--- config.mk ---
export PLATFORM = sky130hd
export DESIGN_NAME = npu_inst_fetch_flat
export DESIGN_NICKNAME = d
export VERILOG_FILES = /design/src/rtl/npu_inst_fetch_if.sv /design/src/rtl/npu_inst_fetch.sv /design/src/flat_wrapper.sv
export SDC_FILE = /design/constraint.sdc
export NUM_CORES = 1
export LEC_CHECK = 0
export CAP_MARGIN = 15
export CORE_MARGIN = 5
export CORE_UTILIZATION = 30
export DETAILED_ROUTE_END_ITERATION = 12
export GPL_ROUTABILITY_DRIVEN = 0
export GPL_TIMING_DRIVEN = 1
export SLEW_MARGIN = 10
export SYNTH_ARGS = -nofsm -noshare
export SYNTH_HDL_FRONTEND = slang
export SYNTH_SLANG_ARGS = --single-unit
--- constraint.sdc ---
create_clock -name clk -period 7.7 [get_ports clk]
set_clock_uncertainty 0.15 [all_clocks]
set_input_delay 1.54 -clock clk [delete_from_list [all_inputs] [get_ports clk]]
set_output_delay 1.54 -clock clk [all_outputs]
set_load 0.01 [all_outputs]
--- src/rtl/npu_inst_fetch_if.sv ---
// npu_inst_fetch_if: CPU instruction port, SDRAM read port and control bits for the fetch stage
interface npu_inst_fetch_if #(parameter int ADDR_W = 32);
  logic              enable;
  logic              redirect_valid;
  logic [ADDR_W-1:0] redirect_addr;
  logic              inst_valid;
  logic              inst_ready;
  logic [31:0]       inst_data;
  logic [ADDR_W-1:0] inst_pc;
  logic              rd_req_valid;
  logic              rd_req_ready;
  logic [ADDR_W-1:0] rd_addr;
  logic              rd_resp_valid;
  logic [31:0]       rd_resp_data;
  logic              busy;
  modport master (
    input  enable, redirect_valid, redirect_addr, inst_ready, rd_req_ready, rd_resp_valid, rd_resp_data,
    output inst_valid, inst_data, inst_pc, rd_req_valid, rd_addr, busy
  );
  modport slave (
    output enable, redirect_valid, redirect_addr, inst_ready, rd_req_ready, rd_resp_valid, rd_resp_data,
    input  inst_valid, inst_data, inst_pc, rd_req_valid, rd_addr, busy
  );
endinterface

--- src/rtl/npu_inst_fetch.sv ---
// npu_inst_fetch: sequential instruction prefetch queue with redirect flush and stale-response discard
module npu_inst_fetch #(
  parameter int                DEPTH    = 4,
  parameter int                ADDR_W   = 32,
  parameter logic [ADDR_W-1:0] RESET_PC = '0
) (
  input  logic                  clk,
  input  logic                  rst_n,
  npu_inst_fetch_if.master      bus
);
  localparam int PW = $clog2(DEPTH);
  localparam int CW = PW + 1;
  typedef enum logic [1:0] {IDLE, RUN, DRAIN} state_t;
  state_t            state_q, state_d;
  logic [CW-1:0]     q_cnt_q, q_cnt_d, inflight_q, inflight_d, stale_q, stale_d;
  logic [CW:0]       total_d;
  logic [PW-1:0]     wr_ptr_q, wr_ptr_d, rd_ptr_q, rd_ptr_d;
  logic [ADDR_W-1:0] fetch_pc_q, fetch_pc_d, exp_pc_q, exp_pc_d, rpc;
  logic [ADDR_W-1:0] inst_pc_q, inst_pc_d;
  logic [31:0]       inst_data_q, inst_data_d;
  logic              inst_valid_q, inst_valid_d, rd_req_valid_q, rd_req_valid_d, busy_q, busy_d;
  logic              redir, acc, pop, drop, push, bypass;
  logic [31:0]       mem_data [DEPTH];
  logic [ADDR_W-1:0] mem_pc   [DEPTH];
  always_comb begin
    redir          = bus.redirect_valid;
    rpc            = bus.redirect_addr & ~ADDR_W'(3);
    acc            = rd_req_valid_q && bus.rd_req_ready;
    pop            = inst_valid_q && bus.inst_ready && !redir;
    drop           = bus.rd_resp_valid && (redir || stale_q != '0);
    push           = bus.rd_resp_valid && !drop;
    // on redirect every outstanding read, including one accepted this cycle, belongs to the old stream
    stale_d        = redir ? stale_q + inflight_q + CW'(acc) - CW'(bus.rd_resp_valid) : stale_q - CW'(drop);
    inflight_d     = redir ? '0 : inflight_q + CW'(acc) - CW'(push);
    q_cnt_d        = redir ? '0 : q_cnt_q + CW'(push) - CW'(pop);
    wr_ptr_d       = wr_ptr_q + PW'(push);
    rd_ptr_d       = redir ? wr_ptr_q : rd_ptr_q + PW'(pop);
    fetch_pc_d     = redir ? rpc : fetch_pc_q + (acc ? ADDR_W'(4) : '0);
    exp_pc_d       = redir ? rpc : exp_pc_q + (push ? ADDR_W'(4) : '0);
    state_d        = (state_q == IDLE) ? (bus.enable ? RUN : IDLE) :
                     bus.enable ? RUN :
                     (state_q == RUN || (inflight_d | stale_d) != '0) ? DRAIN : IDLE;
    total_d        = {1'b0, q_cnt_d} + {1'b0, inflight_d} + {1'b0, stale_d};
    rd_req_valid_d = (state_d == RUN) && (total_d < (CW+1)'(DEPTH));
    busy_d         = (state_d != IDLE) || (inflight_d | stale_d) != '0;
    inst_valid_d   = q_cnt_d != '0;
    // a word pushed into an empty (or emptying) queue becomes the head without waiting for its write
    bypass         = push && (q_cnt_q == CW'(pop));
    inst_data_d    = !inst_valid_d ? inst_data_q : bypass ? bus.rd_resp_data : mem_data[rd_ptr_d];
    inst_pc_d      = !inst_valid_d ? inst_pc_q : bypass ? exp_pc_q : mem_pc[rd_ptr_d];
  end
  always_ff @(posedge clk) begin
    if (!rst_n) begin
      state_q        <= IDLE;
      q_cnt_q        <= '0;
      inflight_q     <= '0;
      stale_q        <= '0;
      wr_ptr_q       <= '0;
      rd_ptr_q       <= '0;
      fetch_pc_q     <= RESET_PC;
      exp_pc_q       <= RESET_PC;
      inst_valid_q   <= 1'b0;
      inst_data_q    <= '0;
      inst_pc_q      <= '0;
      rd_req_valid_q <= 1'b0;
      busy_q         <= 1'b0;
    end else begin
      state_q        <= state_d;
      q_cnt_q        <= q_cnt_d;
      inflight_q     <= inflight_d;
      stale_q        <= stale_d;
      wr_ptr_q       <= wr_ptr_d;
      rd_ptr_q       <= rd_ptr_d;
      fetch_pc_q     <= fetch_pc_d;
      exp_pc_q       <= exp_pc_d;
      inst_valid_q   <= inst_valid_d;
      inst_data_q    <= inst_data_d;
      inst_pc_q      <= inst_pc_d;
      rd_req_valid_q <= rd_req_valid_d;
      busy_q         <= busy_d;
    end
  end
  always_ff @(posedge clk) begin
    if (push) begin
      mem_data[wr_ptr_q] <= bus.rd_resp_data;
      mem_pc[wr_ptr_q]   <= exp_pc_q;
    end
  end
  assign bus.inst_valid   = inst_valid_q;
  assign bus.inst_data    = inst_data_q;
  assign bus.inst_pc      = inst_pc_q;
  assign bus.rd_req_valid = rd_req_valid_q;
  assign bus.rd_addr      = fetch_pc_q;
  assign bus.busy         = busy_q;
endmodule

--- src/flat_wrapper.sv ---
// flat-port wrapper written by rule: the top's interface ports become plain ports
module npu_inst_fetch_flat 
#(
  parameter int                DEPTH    = 4,
  parameter int                ADDR_W   = 32,
  parameter logic [ADDR_W-1:0] RESET_PC = '0
)
  (clk, rst_n, bus_enable, bus_redirect_valid, bus_redirect_addr, bus_inst_ready, bus_rd_req_ready, bus_rd_resp_valid, bus_rd_resp_data, bus_inst_valid, bus_inst_data, bus_inst_pc, bus_rd_req_valid, bus_rd_addr, bus_busy);
  npu_inst_fetch_if #(.ADDR_W(ADDR_W)) bus_i ();
  input  logic clk;
  input  logic rst_n;
  input wire logic [$bits(bus_i.enable)-1:0] bus_enable;
  input wire logic [$bits(bus_i.redirect_valid)-1:0] bus_redirect_valid;
  input wire logic [$bits(bus_i.redirect_addr)-1:0] bus_redirect_addr;
  input wire logic [$bits(bus_i.inst_ready)-1:0] bus_inst_ready;
  input wire logic [$bits(bus_i.rd_req_ready)-1:0] bus_rd_req_ready;
  input wire logic [$bits(bus_i.rd_resp_valid)-1:0] bus_rd_resp_valid;
  input wire logic [$bits(bus_i.rd_resp_data)-1:0] bus_rd_resp_data;
  output wire logic [$bits(bus_i.inst_valid)-1:0] bus_inst_valid;
  output wire logic [$bits(bus_i.inst_data)-1:0] bus_inst_data;
  output wire logic [$bits(bus_i.inst_pc)-1:0] bus_inst_pc;
  output wire logic [$bits(bus_i.rd_req_valid)-1:0] bus_rd_req_valid;
  output wire logic [$bits(bus_i.rd_addr)-1:0] bus_rd_addr;
  output wire logic [$bits(bus_i.busy)-1:0] bus_busy;
  assign bus_i.enable = bus_enable;
  assign bus_i.redirect_valid = bus_redirect_valid;
  assign bus_i.redirect_addr = bus_redirect_addr;
  assign bus_i.inst_ready = bus_inst_ready;
  assign bus_i.rd_req_ready = bus_rd_req_ready;
  assign bus_i.rd_resp_valid = bus_rd_resp_valid;
  assign bus_i.rd_resp_data = bus_rd_resp_data;
  assign bus_inst_valid = bus_i.inst_valid;
  assign bus_inst_data = bus_i.inst_data;
  assign bus_inst_pc = bus_i.inst_pc;
  assign bus_rd_req_valid = bus_i.rd_req_valid;
  assign bus_rd_addr = bus_i.rd_addr;
  assign bus_busy = bus_i.busy;
  npu_inst_fetch #(.DEPTH(DEPTH), .ADDR_W(ADDR_W), .RESET_PC(RESET_PC)) u_core (.clk(clk), .rst_n(rst_n), .bus(bus_i));
endmodule
==> summary.md, run 1 <==
| Metric | Value |
|---|---|
| PwrDens | 270.7 nW/um^2 |
| RSZ-0062 raised after global routing | no |
| Via count | 9961 |
| Min setup slack post-route | 2217 ps |
| Clock net sink count | 388 |
| Distinct cells, synth | 40 |
| Worst-path clk slew | 50 ps |
| Initial antenna violation count | 0 |
| WP data arrival | 5780 ps |
| Clock Latency Late Sink | 550 ps |
| Wirelength per Cell | 18.68 um |
| Status | finished clean |
| Htree depth | 2 |
| Pwr Total | 5.265 mW |
| Die width | 239.1 um |
| Area growth from synthesis to layout | 23.48% |
| CP max FO | 13 |
| VDD IR max | 180.0 uV |
| Slowest-stage cell, CP | clkdlybuf4s50_1 |
| Layout fillers | 5017 |
| Fin crit share | 71.21% |
| Max-Cap Viols | 0 |
| HP Class | reg -> reg |
| Synth Register Bits | 388 |
| EDFF count, synth | 248 |
| CTS Root Buffer Type | clkbuf_16 |
| WP buf/inv | 4 |
| Die height | 239.1 um |
| Startpoint Class | input port |
| Synthesized area per cell | 13.20 um^2 |
| GRT Total Usage | 13.13% |
| Final hold violation count | 0 |
| CTS tree | done |
| Layout cell share with drive strength beyond 1 | 11.09% |
| PostCTS Resize Cnt | 0 |
| Worst hold margin | 373.7 ps |
| CP Capture Type | flip-flop |
| ANT nets after route | 0 |
| I/O pin total | 170 |
| Fin crit period | 5483 ps |
| DR iter-0 viols | 556 |
| Final slew viol count | 0 |
| CTS buffer count | 44 |
| DP Worst Slack | 1603 ps |
| Mapped Area | 15750 um^2 |
| Yosys warns | 0 |
| Main synth FF type | edfxtp_1 |
| Hold Buf Count CTS | 0 |
| Standard-cell row count | 84 |
| Number of port buffers | 163 |
| ANT cells | 0 |
| First-pass GRT wire length | 59310 um |
| CP delay by family, top | adder cells |
| Post-synthesis sequential area ratio | 65.08% |
| DRT Pass-1 Iters | 5 |
| Fin nets | 1440 |
| Final HPWL DP | 22630 um |
| Critical path class | in -> reg |
| Final setup viols | 0 |
| Rel. slew slack | 23.11% |
| Layout Utilization | 37.23% |
| CP Cell Sequence | clkdlybuf4s50_1, nor4_2, nand2_1, inv_1, ha_1, inv_1, fa_1, xor2_1, xnor2_1, nor2_1, fa_1, inv_1, fa_1, xor2_1, and3_1 |
| Setup TNS | 0 ps |
| WL final | 38630 um |
| Setup Buffers After CTS | 0 |
| Vias/cell | 4.817 |
| Critical Path Max Stage Delay | 780 ps |
| Syn Inst Count | 1193 |
| Async S/R FF share, synth | 0% |
| Starting density of the core | 30.15% |
| Leak | 6.473 nW |
| Vias in the first global route | 10218 |
| CTS max path bufs | 3 |
| Max Clk Rate | 0.1824 GHz |
| CORE AREA | 52240 um^2 |
| Total overflow reported by the global router | 0 |
| Die area | 57180 um^2 |
| DRC viols | 0 |
| Pin count of the biggest net entering global routing | 126 |
| Tightest Pin Transition | 1153 ps |
| Worst EP required | 8000 ps |
## kinds of logic after synthesis
group,count (synthesis),share of synthesized area (%)
adder cells (fa/ha/maj),25,2.320
AO/OA/AOI/OAI,283,11.05
AND/OR/NAND/NOR,205,6.339
XOR/XNOR,62,3.448
other,1,0.02381
buffers and inverters,103,3.170
multiplexers,126,8.572
flip-flops,388,65.08
## through the flow
step,instance area [um^2],std cells
finish,19450,2068
global route,19450,2068
CTS,19450,2068
detailed placement,18030,1986
global placement,18030,1986
floorplan,15760,1196
## state kept, by name (all words and copies together) (netlist names), 30 cells and up
register / flops
u_core.exp_pc_q: 30
u_core.bus.inst_pc: 30
u_core.mem_data: 128
u_core.mem_pc: 120
u_core.bus.inst_data: 32
u_core.bus.rd_addr: 30
## Yosys cell counts, types with 2 or more instances
cell / n / share of area [%]
or3_1: 4 / 0.16
and4_1: 6 / 0.33
a21oi_1: 62 / 2.0
xor2_1: 33 / 1.8
clkbuf_4: 2 / 0.095
a2bb2oi_1: 61 / 3.4
or2_2: 3 / 0.12
xnor2_1: 29 / 1.6
nand2_1: 86 / 2.0
edfxtp_1: 248 / 47
mux2_2: 61 / 4.4
nor2b_1: 3 / 0.12
o21ai_0: 93 / 3.0
nand4_1: 17 / 0.68
fa_1: 7 / 0.89
and3_1: 10 / 0.40
nor3b_1: 2 / 0.095
buf_4: 11 / 0.52
ha_1: 18 / 1.4
nor4_2: 2 / 0.16
dfxtp_1: 140 / 18
and2_1: 11 / 0.44
nand3_1: 22 / 0.70
buf_2: 8 / 0.25
a31oi_1: 64 / 2.5
mux2i_1: 64 / 4.1
nor2_1: 23 / 0.55
inv_1: 27 / 0.64
nor3_1: 13 / 0.41
buf_6: 7 / 0.50
clkbuf_1: 47 / 1.1
## area by class of cell
type / count / area (um^2) / area share [%]
multi-input combinational: 705 / 5057 / 26.00
clock inverter: 15 / 135.1 / 0.6948
inverter: 27 / 101.3 / 0.5211
sequential: 388 / 10250 / 52.70
timing repair buffer: 178 / 1764 / 9.071
tap: 688 / 860.8 / 4.426
clock buffer: 67 / 1280 / 6.581
## report_power, final
| group | internal (mW) | total (mW) | switching [mW] | leakage, nW |
|---|---|---|---|---|
| Clock | 1.21 | 2.03 | 0.817 | 0.688 |
| Combinational | 0.352 | 0.780 | 0.428 | 2.38 |
| Sequential | 2.36 | 2.45 | 0.0938 | 3.41 |
| Total | 3.93 | 5.26 | 1.34 | 6.47 |
## worst paths after layout
path / endpoint / startpoint / cells after the start / slack (ps)
worst min-delay path: u_core.state_q[1]$_SDFF_PN0_ / u_core.state_q[1]$_SDFF_PN0_ / 2 / 370
worst min register to register: u_core.state_q[1]$_SDFF_PN0_ / u_core.state_q[1]$_SDFF_PN0_ / 2 / 370
worst max register to register: u_core.bus.rd_req_valid$_SDFF_PN0_ / u_core.stale_q[2]$_SDFF_PN0_ / 14 / 3840
worst max-delay path: u_core.bus.rd_req_valid$_SDFF_PN0_ / bus_redirect_valid / 15 / 2220
## per-layer routing
metal  vias up  track usage (%)  wire [um]
met3        51            3.288       2265
li1       4765                -          -
met1      4931            17.40      17250
met2       214            21.52      18360
met4         0            3.701        752
met5         -                0          0
## tightest hold or removal path, cell delays in order (launching register included)
cell     delay [ps]
dfxtp_1         310
a21oi_1         120
nor3_1           50
## cells in the final DEF (no fill, tap or decap), types with 5 or more instances in the layout
cell type | Yosys | layout
edfxtp_1 | 248 | 248
clkdlybuf4s50_1 | 0 | 162
dfxtp_1 | 140 | 140
o21ai_0 | 93 | 93
nand2_1 | 86 | 86
mux2i_1 | 64 | 64
a31oi_1 | 64 | 64
a21oi_1 | 62 | 62
mux2_2 | 61 | 61
a2bb2oi_1 | 61 | 61
clkbuf_16 | 0 | 46
xor2_1 | 33 | 33
xnor2_1 | 29 | 29
inv_1 | 27 | 26
nor2_1 | 23 | 23
nand3_1 | 22 | 22
ha_1 | 18 | 18
nand4_1 | 17 | 17
clkbuf_1 | 47 | 16
buf_4 | 11 | 13
nor3_1 | 13 | 12
and2_1 | 11 | 11
and3_1 | 10 | 9
fa_1 | 7 | 7
clkinv_1 | 0 | 7
and4_1 | 6 | 5
clkbuf_8 | 0 | 5
(Power assumes the default switching activity.)
==> run 2, diff against run 1 <==
==> constraint.sdc (replaced) <==
create_clock -name clk -period 4.75 [get_ports clk]
set_clock_uncertainty 0.15 [all_clocks]
set_input_delay 0.95 -clock clk [delete_from_list [all_inputs] [get_ports clk]]
set_output_delay 0.95 -clock clk [all_outputs]
set_load 0.01 [all_outputs]
==> summary.md, run 2 (synthesized netlist as in run 1, its figures left out) <==
| Metric | Value |
|---|---|
| CP dominant cell by count | fa_1 |
| Clock Latency Late Sink | 550 ps (about the same) |
| Placed insts | 2008 (+1.1%) |
| WP buf/inv | 3 (-1) |
| Number of flip-flops in the largest register | 128 (unchanged) |
| Startpoint Class | input port |
| Commonest non-fill, non-tap cells in the layout | 248 x edfxtp_1, 162 x clkdlybuf4s50_1, 140 x dfxtp_1, 93 x o21ai_0, 86 x nand2_1 |
| Area growth from synthesis to layout | 25.87% |
| Fin crit share | 88.26% |
| PwrDens | 441.2 nW/um^2 (+63%) |
| Vias in the first global route | 10414 (+1.9%) |
| Worst Reg2Reg Path Length in Cells | 11 (-3) |
| Pwr Total | 8.746 mW (+66%) |
| DP Worst Slack | -57.78 ps (-1661 ps) |
| CORE AREA | 52240 um^2 (unchanged) |
| Tightest Pin Transition | 945.0 ps (-208.4 ps) |
| Clock net sink count | 388 (unchanged) |
| DR iter-0 viols | 543 (-2.3%) |
| Register with the most flip-flops | u_core.mem_data |
| Die height | 239.1 um (unchanged) |
| CTS buffer count | 44 (unchanged) |
| Stages on worst setup path | 14 (-1) |
| Initial antenna violation count | 0 (unchanged) |
| Critical Path Max Stage Delay | 520 ps (-260 ps) |
| Die area | 57180 um^2 (unchanged) |
| Leak | 6.645 nW (+2.7%) |
| Wirelength per Cell | 18.64 um (-0.18%) |
| Final non-filler cell total | 2090 (+1.1%) |
| ANT nets after route | 0 (unchanged) |
| WL final | 38970 um (+0.88%) |
| Rel. slew slack | 37.00% (+14 points) |
| I/O pin total | 170 (unchanged) |
| Die width | 239.1 um (unchanged) |
| Standard-cell row count | 84 (unchanged) |
| Vias/cell | 4.825 (+0.17%) |
| Post-route design area | 19820 um^2 (+1.9%) |
| Worst r2r dst | u_core.bus.rd_req_valid$_SDFF_PN0_ |
| Worst reg2reg startpoint | u_core.stale_q[0]$_SDFF_PN0_ |
| Layout cell share with drive strength beyond 1 | 12.70% (+1.6 points) |
| CP delay by family, top | adder cells |
| Starting density of the core | 30.15% (unchanged) |
| Max Clk Rate | 0.2385 GHz |
| Worst Setup SP | bus_redirect_valid |
| Min setup slack post-route | 557.5 ps (-1660 ps) |
| Hold Buf Count CTS | 0 (unchanged) |
| Reg2Reg Setup Slack | 1150 ps (-2690 ps) |
| Critical path class | in -> reg |
| Worst EP required | 5040 ps (-2960 ps) |
| Dpl cell area | 18340 um^2 (+1.7%) |
| GRT Total Usage | 13.24% (+0.11 points) |
| PostCTS Resize Cnt | 0 (unchanged) |
| WP data arrival | 4490 ps (-1290 ps) |
| First-pass GRT wire length | 59640 um (+0.57%) |
| Fin nets | 1462 (+1.5%) |
| Final slew viol count | 0 (unchanged) |
| ANT cells | 0 (unchanged) |
| DRC viols | 0 (unchanged) |
| CTS Root Buffer Type | clkbuf_16 |
| DRT Pass-1 Iters | 5 (unchanged) |
| Worst-path clk slew | 60 ps (about the same) |
| VDD IR max | 271.8 uV (+51%) |
| Total overflow reported by the global router | 0 (unchanged) |
| Final HPWL DP | 23440 um (+3.6%) |
| Hold Startpoint | u_core.bus.rd_addr[31]$_SDFF_PN0_ |
| RSZ-0062 raised after global routing | no |
| CTS max path bufs | 3 (unchanged) |
| Final hold violation count | 0 (unchanged) |
| CTS tree | done |
| Htree depth | 2 (unchanged) |
| Status | finished clean |
| Commonest non-fill, non-tap cell in the layout | edfxtp_1 |
| Final setup viols | 0 (unchanged) |
| CP Cell Sequence | clkdlybuf4s50_1, nor4_2, nand2_1, inv_1, ha_1, inv_1, ha_1, fa_1, nand2_1, fa_1, or2_2, fa_1, xor2_1, and3_1 |
| Slowest-stage cell, CP | clkdlybuf4s50_1 |
| Critical Path End | u_core.bus.rd_req_valid$_SDFF_PN0_ |
| HP Class | reg -> reg |
| CP max FO | 4 (-9) |
| Worst hold margin | 377.7 ps (+4.055 ps) |
| Max-Cap Viols | 0 (unchanged) |
| Number of port buffers | 163 (unchanged) |
| Fin crit period | 4193 ps |
| Via count | 10084 (+1.2%) |
| Setup Buffers After CTS | 0 (unchanged) |
| Pin count of the biggest net entering global routing | 96 (-24%) |
| CP Capture Type | flip-flop |
## run 2: report_power, final
group / switching [mW] / internal, mW
sequential: 0.155 / 3.83
combinational: 0.700 / 0.596
clock: 1.34 / 2.13
total: 2.20 / 6.55
## run 2: stage by stage
stage	setup TNS (ps)	util, %
floorplan	-339570	-
finish	0	37.95
global route	0	37.95
detailed placement	-57.78	35.10
CTS	0	37.95
global placement	-28.22	35.10
## run 2: tightest hold or removal path, delay by kind of cell (launching register included)
| family | cells | cell delay, ps |
|---|---|---|
| flops | 1 | 310 |
| compound gates | 2 | 160 |
## run 2: layout make-up
cell class / instances / area [um^2]
timing repair buffer: 200 / 2067
multi-input combinational: 705 / 5057
tap: 688 / 860.8
clock inverter: 18 / 259.0
fill: 4984 / 32410
inverter: 27 / 101.3
sequential: 388 / 10250
clock buffer: 64 / 1229
## run 2: worst min-delay path by stage
stage	cells after the start	to	slack, ps
2_1_floorplan	0	u_core.mem_pc[0][2]$_DFFE_PP_	340
3_3_place_gp	2	u_core.bus.rd_addr[31]$_SDFF_PN0_	350
3_5_place_dp	2	u_core.state_q[1]$_SDFF_PN0_	360
4_1_cts	2	u_core.state_q[1]$_SDFF_PN0_	370
5_1_grt	2	u_core.bus.rd_addr[31]$_SDFF_PN0_	410
6_report	2	u_core.bus.rd_addr[31]$_SDFF_PN0_	380
## run 2: metal layers
layer  GRT usage (%)  vias to the layer above  wire (um)
met5               0                        -          0
met4           3.994                        0        842
met3           3.369                       51       2234
met2           21.63                      214      18490
met1           17.46                     5011      17400
li1                -                     4808          -
